===== src/rtl/fp_alu_pkg.sv =====
// Shared types and constants for the floating-point ALU request path.
package fp_alu_pkg;

   localparam int FP_W = 32;

   typedef enum logic [1:0] {
      IDLE,
      EXEC,
      RESP
   } state_t;

   localparam logic [FP_W-1:0] FP_POS_ONE = 32'h3F80_0000;
   localparam logic [FP_W-1:0] FP_ZERO    = 32'h0000_0000;

endpackage


===== src/rtl/fp_rr_arbiter.sv =====
// Combinational rotating-priority arbiter: the first set req bit at or above ptr,
// wrapping to 0, wins. The rotation pointer itself belongs to the parent.
module fp_rr_arbiter #(
   parameter int NREQ = 4,
   parameter int IDW  = 2
) (
   input  logic [NREQ-1:0] req,
   input  logic [IDW-1:0]  ptr,
   output logic [NREQ-1:0] grant,
   output logic [IDW-1:0]  gid,
   output logic            any_grant
);

   always_comb begin
      int idx;
      // NOTE: every output gets a default before the loop so no path leaves one unassigned (no latch).
      gid       = '0;
      any_grant = 1'b0;
      grant     = '0;
      // Walk from the farthest candidate back to ptr so the nearest set bit is written last.
      for (int k = NREQ - 1; k >= 0; k--) begin
         idx = int'(ptr) + k;
         if (idx >= NREQ) idx = idx - NREQ;
         if (req[idx]) begin
            gid       = IDW'(idx);
            any_grant = 1'b1;
         end
      end
      if (any_grant) grant = NREQ'(1) << gid;
   end

endmodule


===== src/rtl/fp_add_arbiter.sv =====
// Shares one external combinational FP adder between NREQ requesters: round-robin
// grant, hold operands for ADD_LAT cycles, then return a tagged, backpressured response.
module fp_add_arbiter
   import fp_alu_pkg::*;
#(
   parameter int NREQ    = 4,
   parameter int IDW     = 2,
   parameter int ADD_LAT = 1
) (
   input  logic                 clk,
   input  logic                 rst,
   input  logic [NREQ-1:0]      req_valid,
   output logic [NREQ-1:0]      req_ready,
   input  logic [NREQ*FP_W-1:0] req_a,
   input  logic [NREQ*FP_W-1:0] req_b,
   output logic                 resp_valid,
   input  logic                 resp_ready,
   output logic [IDW-1:0]       resp_id,
   output logic [FP_W-1:0]      resp_s,
   output logic                 resp_overflow,
   output logic                 resp_underflow,
   output logic [FP_W-1:0]      add_a,
   output logic [FP_W-1:0]      add_b,
   input  logic [FP_W-1:0]      add_s,
   input  logic                 add_overflow,
   input  logic                 add_underflow,
   output logic                 busy
);

   localparam logic [3:0] CNT_LAST = 4'(ADD_LAT - 1);

   state_t           state, state_nx;
   logic [IDW-1:0]   ptr;
   logic [3:0]       cnt;
   logic [FP_W-1:0]  op_a, op_b;
   logic [IDW-1:0]   gid_q;
   logic [NREQ-1:0]  grant;
   logic [IDW-1:0]   gid;
   logic             any_grant;

   fp_rr_arbiter #(.NREQ(NREQ), .IDW(IDW)) u_arb (
      .req       (req_valid),
      .ptr       (ptr),
      .grant     (grant),
      .gid       (gid),
      .any_grant (any_grant)
   );

   assign add_a = op_a;
   assign add_b = op_b;
   assign busy  = (state != IDLE);

   always_comb begin
      state_nx  = state;
      req_ready = '0;
      case (state)
         IDLE: begin
            // Masked during reset so nothing looks accepted while the state is being cleared.
            if (!rst) req_ready = grant;
            if (any_grant) state_nx = EXEC;
         end
         EXEC:    if (cnt == CNT_LAST) state_nx = RESP;
         RESP:    if (resp_ready) state_nx = IDLE;
         default: state_nx = IDLE;
      endcase
   end

   // NOTE: state is updated with non-blocking assignments so every register samples pre-edge values.
   always_ff @(posedge clk) begin
      if (rst) begin
         state          <= IDLE;
         ptr            <= '0;
         cnt            <= '0;
         op_a           <= FP_ZERO;
         op_b           <= FP_ZERO;
         gid_q          <= '0;
         resp_valid     <= 1'b0;
         resp_id        <= '0;
         resp_s         <= FP_ZERO;
         resp_overflow  <= 1'b0;
         resp_underflow <= 1'b0;
      end else begin
         state <= state_nx;
         case (state)
            IDLE: if (any_grant) begin
               op_a  <= req_a[gid*FP_W +: FP_W];
               op_b  <= req_b[gid*FP_W +: FP_W];
               gid_q <= gid;
               ptr   <= (gid == IDW'(NREQ - 1)) ? '0 : gid + 1'b1;
               cnt   <= '0;
            end
            EXEC: begin
               cnt <= cnt + 1'b1;
               if (cnt == CNT_LAST) begin
                  resp_s         <= add_s;
                  resp_overflow  <= add_overflow;
                  resp_underflow <= add_underflow;
                  resp_id        <= gid_q;
                  resp_valid     <= 1'b1;
               end
            end
            RESP:    if (resp_ready) resp_valid <= 1'b0;
            default: ;
         endcase
      end
   end

endmodule

===== config.mk =====
export PLATFORM = sky130hd
export DESIGN_NAME = fp_add_arbiter
export DESIGN_NICKNAME = d
export VERILOG_FILES = /design/src/rtl/fp_alu_pkg.sv /design/src/rtl/fp_rr_arbiter.sv /design/src/rtl/fp_add_arbiter.sv
export SDC_FILE = /design/constraint.sdc
export NUM_CORES = 1
export LEC_CHECK = 0
export ABC_CLOCK_PERIOD_IN_PS = 4800
export BUFFER_PORTS_ARGS = -buffer_cell sky130_fd_sc_hd__buf_2
export CORE_AREA = 5 5 153 155
export DETAILED_ROUTE_END_ITERATION = 8
export DIE_AREA = 0 0 158 160
export GPL_ROUTABILITY_DRIVEN = 0
export SLEW_MARGIN = 20
export SYNTH_ARGS = -nofsm -noshare
export SYNTH_HDL_FRONTEND = slang
export SYNTH_SLANG_ARGS = --single-unit

===== constraint.sdc =====
create_clock -name clk -period 4.8 [get_ports clk]
set_input_delay 0.96 -clock clk [delete_from_list [all_inputs] [get_ports clk]]
set_output_delay 0.96 -clock clk [all_outputs]
set_load 0.01 [all_outputs]

Word-level counts from Yosys, hierarchy flattened
Cells that the tools add are included.
{ "word_totals": {"ff_bits": 111, "in_bits": 297, "out_inout_bits": 106, "word_cells": 84} }
{ "op_classes": {"add_sub_neg": 9, "magnitude_cmp": 8, "eq_ne": 6, "shifts": 3, "mux": 37, "n_reduce_logical": 10} }
{ "op_table": {"columns": ["op", "count"], "rows": [
  ["indexed part select 128 x 8 -> 32 bit", 2],
  ["less-than comparator 32 x 4 -> 1 bit (second input constant)", 4],
  ["2-to-1 mux 32 bit", 4],
  [">= comparator 32 x 4 -> 1 bit (second input constant)", 3],
  ["subtractor 32 x 4 -> 32 bit (second input constant)", 3],
  ["2-to-1 mux 2 bit", 8],
  ["2-to-1 mux 4 bit", 4],
  ["2-to-1 mux 1 bit", 14],
  ["binary-select mux 1 bit (select 2 bit)", 4],
  ["case mux 4 bit (2 select lines)", 1],
  ["adder 2 x 2 -> 3 bit (second input constant)", 2],
  ["inequality test 2 bit (second input constant)", 3],
  ["case mux 2 bit (3 select lines)", 1],
  ["AND reduction 2 bit", 3],
  ["AND reduction 3 bit", 2],
  ["nonzero test 2 bit", 3],
  ["adder 4 x 1 -> 4 bit (second input constant)", 1],
  ["equality test 2 bit (second input constant)", 2],
  ["logical NOT 4 bit", 1],
  ["<< shifter 1 x 2 -> 4 bit (first input constant)", 1],
  ["subtractor 2 x 3 -> 4 bit (second input constant)", 1],
  ["adder 2 x 1 -> 3 bit (second input constant)", 1],
  [">= comparator 2 x 3 -> 1 bit (second input constant)", 1],
  ["adder 2 x 1 -> 2 bit (second input constant)", 1],
  ["other kinds (3)", 3]
]} }

Depth between registers and ports, before layout
Gate-level depths: netlist (run 1).
{ "depth": {"depth_word": 14, "mapped_depth": 8, "depth_no_buf": 7} }

Hierarchy
A second synthesis (run 1) with hierarchy kept.
{ "hier_totals": {"hier_cells": 476, "area_unflattened_um2": 5609.1} }
{ "modules_own_cells": {"columns": ["mod", "n_inst", "cells_per_inst", "area_each_um2", "seq_area_each_um2"], "rows": [
  ["fp_add_arbiter", 1, 447, 5426.5, 2222.1],
  ["fp_rr_arbiter", 1, 29, 182.7, 0.0]
]} }

Worst setup path after synthesis (run 1)
No wires, ideal clock.
{ "synth_path": {"path_kind": "input port to output port", "startpoint": "input req_valid[2]", "endpoint": "output req_ready[3]", "arrival_ps": 2458, "t_required_ps": 3840, "setup_slack_ps": 1382, "path_stages": 7, "path_buffers": 2, "path_cell_list": "nor2b_1 -> or4b_4 -> nand2_4 -> buf_8 -> buf_6 -> ha_1 -> nor3b_1"} }
{ "synth_between": {"elab_chain_len": 11, "elab_cells_between_ends": 24, "classes_between": "shift (1); mux (23)"} }
{ "synth_lines": {"columns": ["item", "line_no", "source"], "rows": [
  ["from (decl)", "fp_add_arbiter.sv:12", "input logic [NREQ-1:0] req_valid,"],
  ["binary-select mux 1 bit (select 2 bit)", "fp_rr_arbiter.sv:24", "if (req[idx]) begin"],
  ["2-to-1 mux 1 bit (implied by the code) (2 in a row)", "fp_rr_arbiter.sv:24", null],
  ["2-to-1 mux 2 bit (4 in a row)", "fp_rr_arbiter.sv:24", null],
  ["<< shifter 1 x 2 -> 4 bit", "fp_rr_arbiter.sv:29", "if (any_grant) grant = NREQ'(1) << gid;"],
  ["2-to-1 mux 4 bit (*)", "fp_rr_arbiter.sv:29", null],
  ["2-to-1 mux 4 bit (*)", "fp_add_arbiter.sv:59", "if (!rst) req_ready = grant;"],
  ["2-to-1 mux 4 bit (*)", "fp_add_arbiter.sv:56", "case (state)"],
  ["to (decl)", "fp_add_arbiter.sv:13", "output logic [NREQ-1:0] req_ready,"]
]} }
Every way passes the cells marked *; elsewhere a longest branch is shown, timed or not. The select of a mux whose other input is x is not followed.

Final worst setup path (run 1)
Ends and elaborated chain as after synthesis.

==> results of run 1 <==
-- registers in the layout, summed over array words and instances (netlist names) --
signal and cells:
cnt 4, gid_q 2, add_a 32, state 2
resp_valid 1, resp_s 32, resp_id 2, resp_overflow 1
add_b 32, resp_underflow 1, ptr 2
-- logic make-up after synthesis --
| logic type | after synthesis | share of synthesized area |
|---|---|---|
| DFF | 111 | 0.3898 |
| adders and majority gates | 3 | 0.006585 |
| AOI/OAI and AO/OA | 113 | 0.1879 |
| muxes | 129 | 0.2265 |
| and+or+nand+nor | 179 | 0.1302 |
| buffers and inverters | 51 | 0.05597 |
| xor gates and xnor gates | 2 | 0.003073 |
-- layer usage --
layer / GRT usage / wire length [um] / up-vias
met3: 0.05683 / 2230 / 30
met5: 0 / 34 / -
met1: 0.1817 / 8273 / 2614
met4: 0.03955 / 354 / 4
li1: - / - / 2875
met2: 0.2755 / 10530 / 229
-- worst paths after layout --
check,end,start,slack (ns)
setup / recovery,req_ready[3],req_valid[2],1.15
hold / removal,resp_s[23]$_SDFFE_PP0P_,resp_s[23]$_SDFFE_PP0P_,0.45
setup reg to reg,add_a[15]$_SDFFE_PP0P_,ptr[0]$_SDFFE_PP0P_,2.14
hold reg to reg,resp_s[23]$_SDFFE_PP0P_,resp_s[23]$_SDFFE_PP0P_,0.45
-- synth_stat cells --
master	instances	area [um2]
inv_1	3	11.26
nor4_1	1	6.260
nand2_4	1	11.26
a21o_1	1	7.510
o221ai_1	24	210.2
dfxtp_1	111	2222
mux2i_1	129	1291
a22oi_1	1	7.510
nand2_1	147	551.8
buf_2	9	45.04
a211oi_1	1	7.510
or3_1	1	6.260
o221ai_2	40	600.6
buf_6	12	135.1
nor3_1	2	10.01
nor2_2	1	6.260
a21oi_1	44	220.2
buf_8	1	15.01
and2_1	1	6.260
or2_1	2	12.51
buf_1	1	3.750
ha_1	3	37.54
nor2b_1	4	25.02
nand4_1	1	6.260
xor2_1	2	17.52
or4_4	1	11.26
or3_4	1	11.26
clkbuf_1	21	78.83
nor2_1	13	48.80
o32a_1	1	10.01
a21boi_1	1	7.510
buf_4	3	22.52
or4b_4	1	13.76
nor3b_1	2	15.01
clkbuf_4	1	7.510
-- through the flow --
step	area, um2	setup slack [ns]
after floorplan	5700	1.382
after global placement	7854	1.155
after detailed placement	7854	1.123
after CTS	8124	1.121
after global routing	8129	1.062
final	8132	1.146
-- area by class of cell --
class                      instances  share of cell area
multi-input combinational        426              0.3911
sequential                       111              0.2733
timing repair buffer             409              0.2570
tap                              280             0.04308
clock buffer                       9             0.02770
clock inverter                     5            0.005539
inverter                           3            0.001385
antenna                            3           0.0009232
-- worst max-delay path, stage by stage --
cell	delay, ns
buf_2	0.12
nor2b_1	0.14
or4b_4	0.56
nand2_8	0.37
ha_1	0.22
nor3b_1	0.16
buf_2	0.16
-- where the power goes --
part,total (mW),internal (mW),switching [mW]
sequential,1.17,1.08,0.0853
clock,0.720,0.354,0.366
combinational,1.13,0.504,0.623
==> results.json, run 1 <==
{
  "start_util": 0.2628,
  "wl_per_cell_um": 17.20,
  "clkTransAtPathRegs_ns": 0.08,
  "root_buffer": "clkbuf_16",
  "dieArea_mm2": 0.02528,
  "drive_above_1_share": 0.4870,
  "worst_pin_slew_ns": 0.9788,
  "min_path_type": "reg2reg",
  "ys_types": 35,
  "final_nets": 1260,
  "holdBufCountCts": 0,
  "ctsResizeCount": 0,
  "via_count": 5752,
  "io_pins": 403,
  "track_usage": 0.1575,
  "end_kind": "output pin",
  "skew_ns": 0.007624,
  "core_mm2": 0.02169,
  "setup_viol": 0,
  "final_common_cell": "buf_2",
  "grt_overflow": 0,
  "fmax_mhz": 273.6,
  "slew_violations": 0,
  "rsz0062_at_grt": "no",
  "antenna_found_initial": 5,
  "grt_max_degree": 92,
  "leakage_nw": 3.890,
  "htree_levels": 3,
  "routed_wl_mm": 21.43,
  "die_x_um": 158,
  "fin_cells": 1246,
  "yosysWarnings": 0,
  "powerDensity_mw_per_mm2": 370.7,
  "cts_tree": "yes",
  "grt_pass1_vias": 5808,
  "postRouteAntennaNets": 0,
  "cts_setup_buffers": 0,
  "post-route-drc-count": 0,
  "netlist_area_mm2": 0.005700,
  "yosysSeqAreaShare": 0.3898,
  "synth_fp_nets": 888,
  "final.setup.tns_ns": 0,
  "timing_hold_violations_final": 0,
  "register_area_mm2": 0.002222,
  "hold_depth": 2,
  "ir_drop_mv": 0.1611,
  "maxCapViolations": 0,
  "cts_buffer_depth": 2,
  "netlist_instances": 588,
  "worstPathMaxFanout": 43,
  "slew_headroom": 0.3475,
  "required_ns": 3.84,
  "fin_crit_ns": 3.654,
  "area_growth_pct": 42.65,
  "crit_arrival_ns": 2.69,
  "rows": 54,
  "grt_pass1_wl_mm": 31.77,
  "status": "complete, no violations",
  "hpwl_mm": 16.89,
  "crit_path_start_kind": "primary input",
  "multiInputGateArea_mm2": 0.003181,
  "mostFrequentLayoutCells": "buf_2 (402), nand2_1 (146), mux2i_1 (129)",
  "cts_sinks": 111,
  "final_util": 0.3749,
  "firstDrtPassIters": 6,
  "placed_cells": 1229,
  "finalCritPeriodShare": 0.7613,
  "hold_slack_ns": 0.4540,
  "vias_per_cell": 4.616,
  "finalPower_mw": 3.014,
  "worstSkewPairLatency_ns": 0.35,
  "die_h_um": 160,
  "nFillCells": 2239,
  "drtIter0Drc": 230,
  "io_buffers": 402,
  "cts_buffers": 9,
  "ys_ff_latch": 111,
  "avgSynthCellArea_um2": 9.695,
  "rr_worst_depth": 6,
  "path_class": "in2out"
}
Power figures use the tool's default switching activity.
==> inputs of run 2 (changes only) <==
--- a/config.mk
+++ b/config.mk
@@ -5,11 +5,11 @@
 export SDC_FILE = /design/constraint.sdc
 export NUM_CORES = 1
 export LEC_CHECK = 0
-export ABC_CLOCK_PERIOD_IN_PS = 4800
+export ABC_CLOCK_PERIOD_IN_PS = 3720
 export BUFFER_PORTS_ARGS = -buffer_cell sky130_fd_sc_hd__buf_2
-export CORE_AREA = 5 5 153 155
+export CORE_AREA = 5 5 154 156
 export DETAILED_ROUTE_END_ITERATION = 8
-export DIE_AREA = 0 0 158 160
+export DIE_AREA = 0 0 159 161
 export GPL_ROUTABILITY_DRIVEN = 0
 export SLEW_MARGIN = 20
 export SYNTH_ARGS = -nofsm -noshare
==> constraint.sdc (replaced) <==
create_clock -name clk -period 3.72 [get_ports clk]
set_input_delay 0.744 -clock clk [delete_from_list [all_inputs] [get_ports clk]]
set_output_delay 0.744 -clock clk [all_outputs]
set_load 0.01 [all_outputs]
==> run 2 against run 1 <==
Net effect: clock power increased by 46%; cell count increased by 0.72%; register-to-register slack got worse by 0.83 ns; clock-buffer cell count increased by 1; clock skew increased by 0.0052 ns; first-iteration DRC count decreased by 13%; combinational power increased by 29%; via count increased by 0.66%; flip-flop and latch count unchanged; worst setup slack got worse by 0.38 ns; global-route usage increased by 0.38 points; critical path type unchanged; critical endpoint is now req_ready[1]; largest cell class unchanged; highest routed layer is now met4.
==> results.json, run 2 (synthesized netlist as in run 1, its figures left out) <==
{
  "placed_cell_area_mm2": 0.007888,
  "leakage_nw": 3.938,
  "timing_hold_violations_final": 0,
  "p_seq_frac": 0.376,
  "antenna_found_initial": 2,
  "grt_pass1_wl_mm": 33.71,
  "finalCritPeriodShare": 0.7946,
  "cts_buffers": 9,
  "powerDensity_mw_per_mm2": 488.8,
  "mostFrequentLayoutCells": "buf_2 (402), nand2_1 (146), mux2i_1 (129)",
  "firstDrtPassIters": 4,
  "rows": 55,
  "rrSetupSlack_ns": 1.31,
  "worstSkewPairLatency_ns": 0.36,
  "path_class": "in2out",
  "final_nets": 1262,
  "die_h_um": 161,
  "cts_tree": "yes",
  "cts_sinks": 111,
  "ir_drop_mv": 0.2850,
  "rsz0062_at_grt": "no",
  "final.setup.tns_ns": 0,
  "postRouteAntennaNets": 0,
  "clockPowerShare": 0.262,
  "holdBufCountCts": 0,
  "area_growth_pct": 44.16,
  "p_comb_frac": 0.363,
  "switching_share": 0.3489,
  "wl_per_cell_um": 17.24,
  "cts_setup_buffers": 0,
  "slew_headroom": 0.4530,
  "placed_cells": 1236,
  "grt_max_degree": 83,
  "p_sw_mw": 1.401,
  "crit_path_start_kind": "primary input",
  "required_ns": 2.98,
  "maxCapViolations": 0,
  "status": "complete, no violations",
  "htree_levels": 3,
  "cts_buffer_depth": 2,
  "drive_above_1_share": 0.4891,
  "start_util": 0.2565,
  "p_int_mw": 2.615,
  "skew_ns": 0.01278,
  "grt_overflow": 0,
  "fin_crit_ns": 2.956,
  "vias_per_cell": 4.614,
  "routed_wl_mm": 21.64,
  "end_kind": "output pin",
  "io_buffers": 402,
  "fmax_mhz": 338.3,
  "min_path_type": "reg2reg",
  "postLayoutCellArea_mm2": 0.008218,
  "clkTransAtPathRegs_ns": 0.08,
  "worstPathMaxFanout": 4,
  "setup_viol": 0,
  "worst_pin_slew_ns": 0.8206,
  "core_mm2": 0.02223,
  "fin_cells": 1255,
  "post-route-drc-count": 0,
  "dieArea_mm2": 0.02560,
  "die_x_um": 159,
  "hpwl_mm": 16.99,
  "ctsResizeCount": 0,
  "final_common_cell": "buf_2",
  "io_pins": 403,
  "track_usage": 0.1613,
  "drtIter0Drc": 201,
  "root_buffer": "clkbuf_16",
  "crit_arrival_ns": 2.21,
  "slew_violations": 0,
  "grt_pass1_vias": 6135,
  "via_count": 5790
}
## run 2: cell types whose count changed in the layout (fill, tap and decap cells not counted), sizes merged
cell	before	now
buf	409	411
clkbuf	9	10
clkinv	3	1
inv	4	7
bufinv	0	1
clkinvlp	1	0
## run 2: layout make-up
class / count / area [um2]
repair buffers: 411 / 2117
fillers: 2292 / 14010
flip-flops and latches: 111 / 2222
well taps: 285 / 356.6
multi-input cells: 426 / 3181
inverters: 3 / 11.26
clock inverters: 6 / 83.83
diodes: 3 / 7.507
clock buffers: 10 / 239.0
## run 2: worst paths after layout
check	start	depth (start not counted)	end
setup / recovery	req_valid[2]	7	req_ready[1]
hold / removal	resp_s[7]$_SDFFE_PP0P_	2	resp_s[7]$_SDFFE_PP0P_
hold reg to reg	resp_s[7]$_SDFFE_PP0P_	2	resp_s[7]$_SDFFE_PP0P_
setup reg to reg	ptr[0]$_SDFFE_PP0P_	6	add_a[21]$_SDFFE_PP0P_
## run 2: routing by layer
layer,vias up,share of wire,GRT usage
met2,253,0.50,0.2813
met5,-,0,0
li1,2881,-,-
met4,0,0.017,0.04614
met3,24,0.085,0.05563
met1,2632,0.40,0.1882
## run 2: critical path, cell delays in order
cell	delay [ns]
buf_2	0.11
nor2b_1	0.13
a21boi_1	0.12
o32a_1	0.38
or3_4	0.43
a21oi_1	0.15
buf_2	0.15
## run 2: through the flow
step / worst slack (ns) / util / total power [mW] / hold slack (ns)
3_5_place_dp: 0.7729 / 0.3549 / 3.014 / 0.4459
2_1_floorplan: 0.7344 / - / 2.496 / 0.4321
5_1_grt: 0.6946 / 0.3696 / 4.275 / 0.4781
6_report: 0.7640 / 0.3697 / 4.017 / 0.4571
4_1_cts: 0.7654 / 0.3694 / 4.091 / 0.4587
3_3_place_gp: 0.7687 / 0.3549 / 2.995 / 0.4387
## run 2: power by group through the flow
stage          sequential [mW]  clock, mW  combinational (mW)
3_5_place_dp              1.53          0                1.48
3_3_place_gp              1.53          0                1.47
2_1_floorplan             1.62          0               0.881
6_report                  1.51       1.05                1.46
5_1_grt                   1.54       1.14                1.59
4_1_cts                   1.51       1.10                1.48
==> inputs of run 3 (changes only) <==
--- a/config.mk
+++ b/config.mk
@@ -5,11 +5,12 @@
 export SDC_FILE = /design/constraint.sdc
 export NUM_CORES = 1
 export LEC_CHECK = 0
-export ABC_CLOCK_PERIOD_IN_PS = 3720
+export ABC_AREA = 1
+export ABC_CLOCK_PERIOD_IN_PS = 2750
 export BUFFER_PORTS_ARGS = -buffer_cell sky130_fd_sc_hd__buf_2
-export CORE_AREA = 5 5 154 156
+export CORE_AREA = 5 5 155 157
 export DETAILED_ROUTE_END_ITERATION = 8
-export DIE_AREA = 0 0 159 161
+export DIE_AREA = 0 0 160 162
 export GPL_ROUTABILITY_DRIVEN = 0
 export SLEW_MARGIN = 20
 export SYNTH_ARGS = -nofsm -noshare
==> constraint.sdc (replaced) <==
create_clock -name clk -period 2.75 [get_ports clk]
set_input_delay 0.55 -clock clk [delete_from_list [all_inputs] [get_ports clk]]
set_output_delay 0.55 -clock clk [all_outputs]
set_load 0.01 [all_outputs]
==> run 3 against run 2 <==
Net effect: clock skew is 0.0010 ns lower; first-iteration DRC count is 80% higher; worst setup slack worse by 0.56 ns; global-route usage is 3.3 points higher; critical path type is now reg2out; critical endpoint is now req_ready[3]; largest cell class unchanged; highest routed layer is now met5.
==> results.json, run 3 <==
{
  "worst_pin_slew_ns": 0.6437,
  "skew_ns": 0.01178,
  "firstDrtPassIters": 5,
  "status": "complete, no violations",
  "maxCapViolations": 0,
  "ys_top_cells_by_area": "dfxtp_1 (34%), nand3_1 (20%), nand2_1 (19%)",
  "via_count": 8085,
  "worstSkewPairLatency_ns": 0.36,
  "grt_pass1_vias": 7808,
  "synth_fp_nets": 1384,
  "ys.flop_type": "dfxtp_1",
  "die_h_um": 162,
  "synth.most_common_cell": "nand2_1",
  "synth-edff-count": 0,
  "final_nets": 1739,
  "rrSetupSlack_ns": 0.74,
  "start_util": 0.2885,
  "drive_above_1_share": 0.3193,
  "ir_drop_mv": 0.6760,
  "crit_arrival_ns": 1.99,
  "mostFrequentLayoutCells": "buf_2 (402), nand2_1 (326), nand3_1 (253)",
  "critPathMostFrequentCell": "nand2_1",
  "rows": 55,
  "reg2reg_from": "ptr[0]$_SDFFE_PP0P_",
  "synth_common_cells": "nand2_1 (327), nand3_1 (254), nor2_1 (184), dfxtp_1 (111), inv_1 (53)",
  "netlist_area_mm2": 0.006452,
  "cp_slowest_stage_delay_ns": 0.35,
  "timing_hold_violations_final": 0,
  "synth_top_area_cell": "dfxtp_1",
  "fin_cells": 1730,
  "fin_crit_ns": 2.543,
  "yosysSeqAreaShare": 0.3444,
  "crit_chain": "inv_1 -> nand2_1 -> nand3_1 -> nand2_1 -> nand3_2 -> nand2_1 -> nand2_4 -> nand2_4 -> ha_1 -> inv_1 -> nor2_1 -> buf_2",
  "cts_sinks": 111,
  "fmax_mhz": 393.2,
  "worstPathMaxFanout": 5,
  "cp_num_buf_inv": 3,
  "hold_end": "resp_s[3]$_SDFFE_PP0P_",
  "root_buffer": "clkbuf_16",
  "cts_setup_buffers": 0,
  "ys_types": 24,
  "postRouteAntennaNets": 0,
  "hpwl_mm": 19.92,
  "vias_per_cell": 4.673,
  "ys_ff_latch": 111,
  "final_common_cell": "buf_2",
  "netlist_instances": 1084,
  "hold_start": "add_s[3]",
  "path_class": "reg2out",
  "core_mm2": 0.02237,
  "post-route-drc-count": 0,
  "required_ns": 2.20,
  "min_path_type": "in2reg",
  "slowest_stage": "dfxtp_1",
  "htree_levels": 3,
  "cp_top_family": "simple AND/OR/NAND/NOR gates",
  "cts_buffer_depth": 2,
  "routed_wl_mm": 26.70,
  "end_kind": "output pin",
  "io_pins": 403,
  "holdBufCountCts": 0,
  "wl_per_cell_um": 15.43,
  "avgSynthCellArea_um2": 5.952,
  "crit_path_start_kind": "flip-flop",
  "rsz0062_at_grt": "no",
  "grt_overflow": 0,
  "area_growth_pct": 39.64,
  "r2r_end": "add_a[10]$_SDFFE_PP0P_",
  "final.setup.tns_ns": 0,
  "drtIter0Drc": 362,
  "cts_tree": "yes",
  "powerDensity_mw_per_mm2": 1084,
  "grt_max_degree": 94,
  "finalCritPeriodShare": 0.9249,
  "track_usage": 0.1948,
  "placed_cells": 1713,
  "cts_buffers": 9,
  "dieArea_mm2": 0.02592,
  "synth_top_area_frac": 0.3444,
  "slew_violations": 0,
  "hold_depth": 3,
  "slew_headroom": 0.5702,
  "antenna_found_initial": 4,
  "io_buffers": 402,
  "setup_viol": 0,
  "finalPower_mw": 9.767,
  "leakage_nw": 5.100,
  "grt_pass1_wl_mm": 41.07,
  "synthArstFlopShare": 0,
  "yosysWarnings": 0,
  "rr_worst_depth": 13,
  "die_x_um": 160,
  "clkTransAtPathRegs_ns": 0.09
}
## run 3: changes by cell type in the layout (fill, tap and decap cells not counted), sizes merged, moves of 33 or more
| cell | previous run | this run |
|---|---|---|
| nand3 | 0 | 256 |
| nand2 | 148 | 331 |
| nor2 | 14 | 188 |
| mux2i | 129 | 0 |
| o221ai | 64 | 0 |
| inv | 7 | 60 |
| o21ai | 0 | 43 |
| a21oi | 44 | 11 |
## run 3: how the worst max path moves through the flow
stage,slack (ns),from,cells past startpoint,endpoint
after floorplan,0.40,req_valid[1],12,req_ready[3]
after global placement,0.29,req_valid[0],13,req_ready[3]
after detailed placement,0.26,req_valid[1],13,req_ready[0]
after CTS,0.09,ptr[0]$_SDFFE_PP0P_,12,req_ready[0]
after global routing,0.01,ptr[0]$_SDFFE_PP0P_,11,req_ready[1]
final,0.21,ptr[0]$_SDFFE_PP0P_,12,req_ready[3]
## run 3: cells by family (layout without fill, tap and decap cells)
group | after synthesis | after routing | share of synthesized area
other | 0 | 1 | 0
AO/OA/AOI/OAI | 55 | 55 | 0.04538
AND/OR/NAND/NOR | 779 | 779 | 0.5094
buffers and inverters | 136 | 496 | 0.09502
flip-flops | 111 | 111 | 0.3444
adder cells (fa/ha/maj) | 3 | 3 | 0.005818
## run 3: timing repair
action                                 in CTS  in global routing
endpoints found under the hold margin       0                  0
gates resized for setup                     0                  5
setup endpoints to repair                   0                  4
## run 3: report_power, final
group / internal (mW) / switching [mW] / leakage, nW
logic: 2.05 / 3.86 / 4.03
registers: 2.20 / 0.281 / 0.919
clock network: 0.657 / 0.722 / 0.146
## run 3: cell type report
type                    instances  area, um2
fillers                      2482      13360
clock inverters                 7      80.08
flip-flops and latches        111       2223
clock buffers                   9      225.2
multi-input cells             837       3642
well taps                     285      356.6
diodes                          1      2.502
repair buffers                424       2268
inverters                      56      211.5
## run 3: routing by layer
layer	wire (um)	vias up	global-route usage
met4	925	6	0.08291
met1	10840	3554	0.2267
met2	12770	311	0.3356
met5	33	-	0
met3	2124	52	0.05608
li1	-	4162	-
## run 3: per-stage QoR
| stage | setup WS (ns) | instance area [um2] | utilization | hold slack (ns) |
|---|---|---|---|---|
| CTS | 0.09073 | 8995 | 0.4022 | 0.3899 |
| global placement | 0.2939 | 8690 | 0.3885 | 0.4538 |
| detailed placement | 0.2553 | 8690 | 0.3885 | 0.4578 |
| floorplan | 0.3993 | 6452 | - | 0.4496 |
| finish | 0.2066 | 9010 | 0.4029 | 0.4058 |
| global route | 0.009605 | 9010 | 0.4029 | 0.4060 |
## run 3: worst register-to-register path, delay by kind of cell (launching register included)
family	cells	cell delay, ns
buffers and inverters	2	0.42
DFF	1	0.35
and+or+nand+nor	11	1.22
